$ cat config.mk
export PLATFORM = sky130hd
export DESIGN_NAME = mbus_ctrl_gen2_flat
export DESIGN_NICKNAME = d
export VERILOG_FILES = /design/src/rtl/mbus_ctrl_gen2_if.sv /design/src/rtl/mbus_ctrl_gen2.sv /design/src/flat_wrapper.sv
export SDC_FILE = /design/constraint.sdc
export NUM_CORES = 1
export LEC_CHECK = 0
export CELL_PAD_IN_SITES_DETAIL_PLACEMENT = 2
export CELL_PAD_IN_SITES_GLOBAL_PLACEMENT = 2
export CORE_UTILIZATION = 39
export CTS_CLUSTER_DIAMETER = 80
export CTS_CLUSTER_SIZE = 40
export DETAILED_ROUTE_END_ITERATION = 7
export PLACE_DENSITY = 0.91
export SYNTH_ARGS = -nofsm -noshare
export SYNTH_HDL_FRONTEND = slang
export SYNTH_SLANG_ARGS = --single-unit
$ cat constraint.sdc
create_clock -name CLK_IN -period 4.05 [get_ports CLK_IN]
set_clock_uncertainty 0.2 [all_clocks]
set_input_delay 0.6075 -clock CLK_IN [delete_from_list [all_inputs] [get_ports CLK_IN]]
set_output_delay 0.6075 -clock CLK_IN [all_outputs]
set_load 0.005 [all_outputs]
$ cat src/rtl/mbus_ctrl_gen2_if.sv
// Bus-side signal bundle for the gen2 MBus controller.
// The controller takes the master modport; the upstream/downstream side takes slave.
interface mbus_ctrl_gen2_if #(
  parameter int unsigned DIV_W = 8,
  parameter int unsigned CNT_W = 8
);
  logic             IN;
  logic [DIV_W-1:0] DIV;
  logic             OUT;
  logic             CLK_OUT;
  logic             BUSY;
  logic             BUS_RESET_PULSE;
  logic [CNT_W-1:0] BIT_COUNT;

  modport master (
    input  IN, DIV,
    output OUT, CLK_OUT, BUSY, BUS_RESET_PULSE, BIT_COUNT
  );

  modport slave (
    output IN, DIV,
    input  OUT, CLK_OUT, BUSY, BUS_RESET_PULSE, BIT_COUNT
  );
endinterface

$ cat src/rtl/mbus_ctrl_gen2.sv
// Second-generation MBus controller: start detect, divided bus clock, arbitration and
// drive/latch phases, in-band bus-reset detection with a programmable hold.
module mbus_ctrl_gen2 #(
  parameter int unsigned DIV_W     = 8,
  parameter int unsigned RST_DET_N = 1,
  parameter int unsigned RST_HOLD  = 4,
  parameter int unsigned CNT_W     = 8
) (
  input logic              CLK_IN,
  input logic              RESET,
  mbus_ctrl_gen2_if.master bus
);

  typedef enum logic [2:0] {
    IDLE, WAIT_HALF, ARB, DRIVE, LATCH, BUS_RESET
  } state_t;

  state_t           state;
  logic [DIV_W-1:0] div_q;
  logic [DIV_W-1:0] cnt;
  logic             phase;
  logic             clk_out;
  logic             busy;
  logic             pulse;
  logic             drive_first;
  logic [1:0]       hist;
  logic [1:0]       warm;
  logic [2:0]       mis;
  logic [3:0]       hold;
  logic [CNT_W-1:0] bit_count;

  logic [DIV_W-1:0] eff_div;
  logic             tc;
  logic             second;
  logic [2:0]       mis_nx;
  logic             detect;

  always_comb begin
    eff_div = (bus.DIV == '0) ? DIV_W'(1) : bus.DIV;
    tc      = (state != IDLE) && (cnt == div_q - DIV_W'(1));
    second  = tc && phase;
    mis_nx  = (hist[1] != hist[0]) ? mis + 3'd1 : '0;
    detect  = (state == DRIVE) && drive_first && (warm == 2'd2) &&
              (mis_nx == 3'(RST_DET_N));
  end

  always_ff @(posedge CLK_IN or negedge RESET) begin
    if (!RESET) begin
      state       <= IDLE;
      div_q       <= '0;
      cnt         <= '0;
      phase       <= 1'b0;
      clk_out     <= 1'b1;
      busy        <= 1'b0;
      pulse       <= 1'b0;
      drive_first <= 1'b0;
      hist        <= '0;
      warm        <= '0;
      mis         <= '0;
      hold        <= '0;
      bit_count   <= '0;
    end else begin
      pulse       <= 1'b0;
      drive_first <= 1'b0;
      // The divider free-runs through every non-idle state, including BUS_RESET.
      if (tc) begin
        cnt     <= '0;
        clk_out <= ~clk_out;
        phase   <= ~phase;
      end else if (state != IDLE) begin
        cnt <= cnt + DIV_W'(1);
      end

      case (state)
        IDLE: begin
          clk_out <= 1'b1;
          cnt     <= '0;
          phase   <= 1'b0;
          if (!bus.IN) begin
            state     <= WAIT_HALF;
            busy      <= 1'b1;
            div_q     <= eff_div;
            bit_count <= '0;
          end
        end
        WAIT_HALF: if (second) state <= ARB;
        ARB: begin
          if (second) begin
            state       <= DRIVE;
            drive_first <= 1'b1;
          end
        end
        DRIVE: begin
          if (drive_first && (warm == 2'd2)) mis <= mis_nx;
          if (second) begin
            hist  <= {hist[0], bus.IN};
            state <= LATCH;
            if (warm != 2'd2) warm <= warm + 2'd1;
          end
          // Detection overrides the phase advance; the history shift above still lands.
          if (detect) begin
            state <= BUS_RESET;
            pulse <= 1'b1;
          end
        end
        LATCH: begin
          if (second) begin
            hist        <= {hist[0], bus.IN};
            state       <= DRIVE;
            drive_first <= 1'b1;
            if (bit_count != '1) bit_count <= bit_count + CNT_W'(1);
          end
        end
        BUS_RESET: begin
          if (second) begin
            if (hold == 4'(RST_HOLD - 1)) begin
              state <= IDLE;
              busy  <= 1'b0;
              hold  <= '0;
              mis   <= '0;
              warm  <= '0;
              hist  <= '0;
            end else begin
              hold <= hold + 4'd1;
            end
          end
        end
        default: begin
          state <= IDLE;
          busy  <= 1'b0;
        end
      endcase
    end
  end

  assign bus.OUT             = (state inside {DRIVE, LATCH, BUS_RESET}) ? bus.IN : 1'b1;
  assign bus.CLK_OUT         = clk_out;
  assign bus.BUSY            = busy;
  assign bus.BUS_RESET_PULSE = pulse;
  assign bus.BIT_COUNT       = bit_count;

endmodule

$ cat src/flat_wrapper.sv
// flat-port wrapper written by rule: the top's interface ports become plain ports
module mbus_ctrl_gen2_flat 
#(
  parameter int unsigned DIV_W     = 8,
  parameter int unsigned RST_DET_N = 1,
  parameter int unsigned RST_HOLD  = 4,
  parameter int unsigned CNT_W     = 8
)
  (CLK_IN, RESET, bus_IN, bus_DIV, bus_OUT, bus_CLK_OUT, bus_BUSY, bus_BUS_RESET_PULSE, bus_BIT_COUNT);
  mbus_ctrl_gen2_if #(.DIV_W(DIV_W), .CNT_W(CNT_W)) bus_i ();
  input logic CLK_IN;
  input logic RESET;
  input wire logic [$bits(bus_i.IN)-1:0] bus_IN;
  input wire logic [$bits(bus_i.DIV)-1:0] bus_DIV;
  output wire logic [$bits(bus_i.OUT)-1:0] bus_OUT;
  output wire logic [$bits(bus_i.CLK_OUT)-1:0] bus_CLK_OUT;
  output wire logic [$bits(bus_i.BUSY)-1:0] bus_BUSY;
  output wire logic [$bits(bus_i.BUS_RESET_PULSE)-1:0] bus_BUS_RESET_PULSE;
  output wire logic [$bits(bus_i.BIT_COUNT)-1:0] bus_BIT_COUNT;
  assign bus_i.IN = bus_IN;
  assign bus_i.DIV = bus_DIV;
  assign bus_OUT = bus_i.OUT;
  assign bus_CLK_OUT = bus_i.CLK_OUT;
  assign bus_BUSY = bus_i.BUSY;
  assign bus_BUS_RESET_PULSE = bus_i.BUS_RESET_PULSE;
  assign bus_BIT_COUNT = bus_i.BIT_COUNT;
  mbus_ctrl_gen2 #(.DIV_W(DIV_W), .RST_DET_N(RST_DET_N), .RST_HOLD(RST_HOLD), .CNT_W(CNT_W)) u_core (.CLK_IN(CLK_IN), .RESET(RESET), .bus(bus_i));
endmodule
==> results.md <==
- Ports: 23
- Antenna violations before repair: 0
- Max cap viols: 0
- P_leak: 1.19 nW
- Pins Over Slew Limit: 0
- Gpl congestion: 0.797
- Crit-path max FO: 12
- RSZ-0062 raised after global routing: false
- Met1 Wirelength: 3120 um
- Antenna Nets Post-Route: 0
- I/O Buffers: 22
- Max stage delay on crit path: 620 ps
- Top delay family on crit path: simple AND/OR/NAND/NOR gates
- Slowest-stage cell, CP: or4_4
- Syn. warnings: 0
- Minimum clock period: 3050 ps
- Hold Vio Cnt, Final: 0
- Vias per Instance: 5.57
- First-pass GRT wire length: 11200 um
- Area growth syn-to-layout: 14.5%
- Num CTS Buffers: 5
- Hold_buf cts: 0
- CTS sink cnt: 43
- Critical path class: flip-flop to flip-flop
- Total Wirelength: 6650 um
- Max_slew headroom: 34.5%
- Commonest non-fill, non-tap cell in the layout: dfrtp_1
- DR WL met2: 3220 um
- Setup TNS: 0 ps
- Clk_lat worst skew: 310 ps
- CP Cell Sequence: inv_1 > ha_1 > xnor2_1 > nor4_1 > nand2_1 > or4_4 > a21o_2 > mux2_2
- Clock Tree Root: clkbuf_8
- # DRC: 0
- PwrDens: 595 nW/um2
- Crit. End Element: flip-flop
- Mean post-synth cell area: 9.49 um2
- Full die area: 6450 um2
- Die W: 80.3 um
- Synth cell types: 52
- Dpl hpwl: 4740 um
- CTS tree: built
- Clk slew on worst S/H paths: 90 ps
- VDD IR max: 0.269 mV
- Vias in the first global route: 2120
- GRT Total Usage: 23.1%
- Top achievable clock speed: 328 MHz
- Fillers: 652
- Synth Instances: 252
- CTS H-tree lvls: 2
- Post-CTS Setup Bufs: 0
- Final nets: 290
- Final worst path period share: 75.4%
- DR pass1 iterations: 4
- Hold Crit Class: primary input to asynchronous set/reset pin
- Actual slew at the worst max-slew pin: 983 ps
- Mapped cell area: 2390 um2
- Average routed wire per standard cell: 19.1 um
- Antenna Cells: 0
- FF+latch count, synth: 43
- Core Area: 5920 um2
- Crit path DAT: 3040 ps
- Initial DRC Count: 88
- Worst Path Required: 4040 ps
- Largest net degree at the start of global routing: 44
- Worst slack, placed: 1090 ps
- Die Span Y: 80.3 um
- Met3 routed WL: 158 um
- Outcome: finished clean
- Starting Density: 40.4%
- Commonest non-fill, non-tap cells in the layout: dfrtp_1 (42), nand2_1 (34), nor2_1 (26), clkdlybuf4s50_1 (21), xnor2_1 (16)
- Uppermost layer routed: met4
- Final setup viols: 0
- GRT Residual Overflow: 0
- Syn nets: 269
- Final worst setup slack: 997 ps
- Clock tree buffer depth: 2
- Row cnt: 28
- Post-cts gate resize count: 0
- Setup crit start kind: flip-flop
- Share of layout cells above drive strength 1: 7.66%
- Buffers and inverters on the worst path: 1
- Routed vias: 1945
- Seq/Total Area, Yosys: 45.0%
-- synthesized netlist by cell type, drive strengths merged --
cell	instances	share of area [%]
a211oi	1	0.31
a21bo	2	0.84
a21boi	1	0.31
a21o	3	0.99
a21oi	6	1.3
a22o	1	0.37
a311oi	1	0.37
a31oi	5	1.3
and2	1	0.26
and3	6	1.6
and4	1	0.37
and4b	1	0.42
buf	3	1.1
clkbuf	6	0.94
dfrtp	42	44
dfstp	1	1.1
ha	6	3.1
inv	8	1.3
mux2	3	1.4
mux2i	2	0.84
nand2	34	5.3
nand2b	6	1.6
nand3	11	2.3
nand3b	1	0.31
nand4	3	0.78
nand4b	2	0.73
nor2	26	4.1
nor2b	4	1.0
nor3	6	1.5
nor3b	3	0.94
nor4	3	1.4
nor4b	3	1.7
o211ai	1	0.52
o21ai	13	2.7
o221ai	1	0.37
o22ai	1	0.26
o311ai	1	0.68
o31ai	2	0.63
o41ai	1	0.37
or2	2	0.52
or3	1	0.26
or4	3	1.1
xnor2	16	5.9
xor2	8	2.9
-- final timing paths --
check	start	endpoint	slack [ps]	cells past startpoint
min in group CLK_IN	u_core.hold[3]$_DFFE_PN0P_	u_core.hold[3]$_DFFE_PN0P_	300	1
hold reg to reg	u_core.hold[3]$_DFFE_PN0P_	u_core.hold[3]$_DFFE_PN0P_	300	1
setup reg to reg	u_core.div_q[0]$_DFFE_PN0P_	u_core.mis[0]$_DFFE_PN0P_	1000	8
max in group asynchronous	RESET	u_core.bus.BIT_COUNT[6]$_DFFE_PN0P_	2780	1
setup / recovery	u_core.div_q[0]$_DFFE_PN0P_	u_core.mis[0]$_DFFE_PN0P_	1000	8
hold / removal	RESET	u_core.mis[2]$_DFFE_PN0P_	250	1
-- per-layer routing --
metal	GRT usage [%]	vias to the layer above
li1	-	918
met1	30.9	983
met5	0	-
met2	37.0	30
met3	3.98	14
met4	8.57	0
-- power breakdown --
part	switching, W	total [W]	internal, W
sequential	0.000180	0.000727	0.000547
clock	0.000155	0.000278	0.000123
combinational	0.000340	0.000625	0.000285
total	0.000675	0.00163	0.000955
-- worst register-to-register path, cell delays in order (launching register included) --
cell and delay (ps):
dfrtp_1 470, inv_1 90, ha_1 320, xnor2_1 130, nor4_1 410, nand2_1 200, or4_4 620, a21o_2 240
mux2_2 260
-- metrics by stage --
step | hold slack, ps | power (W) | cells | cell area, um2 | util, %
floorplan | 112 | 0.00115 | 252 | 2390 | -
global placement | 276 | 0.00130 | 341 | 2660 | 44.9
detailed placement | 279 | 0.00135 | 341 | 2660 | 44.9
CTS | 294 | 0.00164 | 349 | 2740 | 46.3
global route | 312 | 0.00175 | 349 | 2740 | 46.3
finish | 249 | 0.00163 | 349 | 2740 | 46.3
-- flip-flops by register name, summed over array words and instances, names as in the netlist --
register and cells:
u_core.bus.BIT_COUNT 8, u_core.bus.BUSY 1, u_core.bus.BUS_RESET_PULSE 1, u_core.bus.CLK_OUT 1, u_core.cnt 8, u_core.div_q 8
u_core.drive_first 1, u_core.hist 2, u_core.hold 4, u_core.mis 3, u_core.phase 1, u_core.state 3
u_core.warm 2
-- final cells by class --
type	count	area [um2]	share of cell area, %
Multi-Input combinational cell	192	1240	45.1
Sequential cell	43	1080	39.3
Timing Repair Buffer	23	223	8.13
Tap cell	75	93.8	3.42
Clock buffer	8	80.1	2.92
Inverter	8	30.0	1.10
-- logic make-up after synthesis --
group	synth area share [%]
compound gates	11.3
xor+xnor	8.79
buf+inv	3.29
flops	45.0
fa+ha+maj	3.14
simple gates	26.2
mux	2.25
No activity file was read; power rests on OpenSTA's default activity.
==> RTL edit, RTL diff (same settings) <==
`DIV_W` is set to 8 in 3 places; all go to 10.
--- a/src/rtl/mbus_ctrl_gen2_if.sv
+++ b/src/rtl/mbus_ctrl_gen2_if.sv
@@ -1,7 +1,7 @@
 // Bus-side signal bundle for the gen2 MBus controller.
 // The controller takes the master modport; the upstream/downstream side takes slave.
 interface mbus_ctrl_gen2_if #(
-  parameter int unsigned DIV_W = 8,
+  parameter int unsigned DIV_W = 10,
   parameter int unsigned CNT_W = 8
 );
   logic             IN;
--- a/src/rtl/mbus_ctrl_gen2.sv
+++ b/src/rtl/mbus_ctrl_gen2.sv
@@ -1,7 +1,7 @@
 // Second-generation MBus controller: start detect, divided bus clock, arbitration and
 // drive/latch phases, in-band bus-reset detection with a programmable hold.
 module mbus_ctrl_gen2 #(
-  parameter int unsigned DIV_W     = 8,
+  parameter int unsigned DIV_W     = 10,
   parameter int unsigned RST_DET_N = 1,
   parameter int unsigned RST_HOLD  = 4,
   parameter int unsigned CNT_W     = 8
--- a/src/flat_wrapper.sv
+++ b/src/flat_wrapper.sv
@@ -1,7 +1,7 @@
 // flat-port wrapper written by rule: the top's interface ports become plain ports
 module mbus_ctrl_gen2_flat 
 #(
-  parameter int unsigned DIV_W     = 8,
+  parameter int unsigned DIV_W     = 10,
   parameter int unsigned RST_DET_N = 1,
   parameter int unsigned RST_HOLD  = 4,
   parameter int unsigned CNT_W     = 8
Interface: changed (resized bus_DIV); port bits go from 23 to 25. No check against the original RTL was run, so the function may have changed too.
==> RTL edit against the unedited design <==
  * First-iteration DRC count grew 23%
  * Sequential cell count up 4
  * Cell count increased by 5.2%
  * Routed wire length rose by 10%
  * Power down 21%
  * Area after synthesis is 8.9% higher
  * Final area is 8.0% higher
  * Count of clock-buffer cells in the layout down 2
  * Global-route usage fell by 0.99 points
  * Setup slack lost 170 ps
  * Combinational power decreased by 42%
  * Non-clock buffer count up 1
==> RTL edit: results <==
export IMPL_status="finished, final reports clean"
export IMPL_relSlewSlack_pct=27.5
export IMPL_netlist_top_cells_area="dfrtp_1, xor2_1, nor2_1"
export IMPL_synth_yosys_seq_area_share_pct=45.2
export IMPL_grt_max_degree=48
export IMPL_placed_area_um2=2890
export IMPL_holdWs_ps=302
export IMPL_dp_hpwl_mm=5.07
export IMPL_synth_commonest_cells="dfrtp_1, nor2_1, nand2_1"
export IMPL_layout_drive_gt1_share_pct=9.31
export IMPL_cp_max_fo=9
export IMPL_crit_path_top_delay_cell="or4b_4"
export IMPL_cp_data_arrival_time_ps=3220
export IMPL_place_gp_congestion=0.766
export IMPL_ys_types=50
export IMPL_rrSetupSlack_ps=820
export IMPL_grt_pass1_wl_mm=12.2
export IMPL_use_met3_pct=3.17
export IMPL_grtUsageMet2_pct=36.6
export IMPL_slowest_delay_ps=490
export IMPL_switching_power_uw=451
export IMPL_dp_slack_ps=888
export IMPL_numPortBuffers=24
export IMPL_p_leak_nw=1.29
export IMPL_grt_use_total_pct=22.1
export IMPL_r2r_cells=9
export IMPL_nets=310
export IMPL_vias_per_cell=5.89
export IMPL_syn_num_nets=290
## RTL edit: cell families (layout without fill, tap and decap cells)
group                      Yosys count  in the layout  synth area share (%)
AOI/OAI and AO/OA                   50             50                  12.9
and+or+nand+nor                    111            111                  22.7
DFF                                 47             47                  45.2
adders and majority gates            6              6                  2.88
buffers and inverters               21             40                  3.36
xor gates and xnor gates            25             25                  8.40
muxes                               11             11                  4.66
## RTL edit: area by class of cell
class                   count  area, um2  area share (%)
clock buffers               6       72.6            2.45
repair buffers             24        235            7.95
multi-input cells         203       1340            45.3
inverters                  10       37.5            1.27
well taps                  77       96.3            3.25
flip-flops and latches     47       1180            39.8
## RTL edit: power groups by stage
stage	combinational (mW)	sequential (mW)	clock (mW)
after detailed placement	0.356	0.671	0
final	0.364	0.661	0.271
after floorplan	0.264	0.626	0
after global routing	0.404	0.675	0.293
after CTS	0.368	0.663	0.281
after global placement	0.331	0.663	0
## RTL edit: worst max-delay path by stage
stage	end	slack, ps	cells after the start
after detailed placement	u_core.hold[2]	890	9
after CTS	u_core.hold[2]	820	9
final	u_core.hold[2]	820	9
after floorplan	u_core.hold[2]	1300	9
after global placement	u_core.hold[2]	1070	9
after global routing	u_core.hold[2]	630	9
## RTL edit: routing by layer
metal	share of wire (%)	vias to the layer above
met5	0	-
met4	0.97	0
met3	3.4	6
met2	50	40
met1	46	1120
li1	-	997
## RTL edit: per-stage QoR
stage / std cells / power, mW
floorplan: 271 / 0.890
global placement: 361 / 0.994
detailed placement: 361 / 1.03
CTS: 367 / 1.31
global route: 367 / 1.37
finish: 367 / 1.30
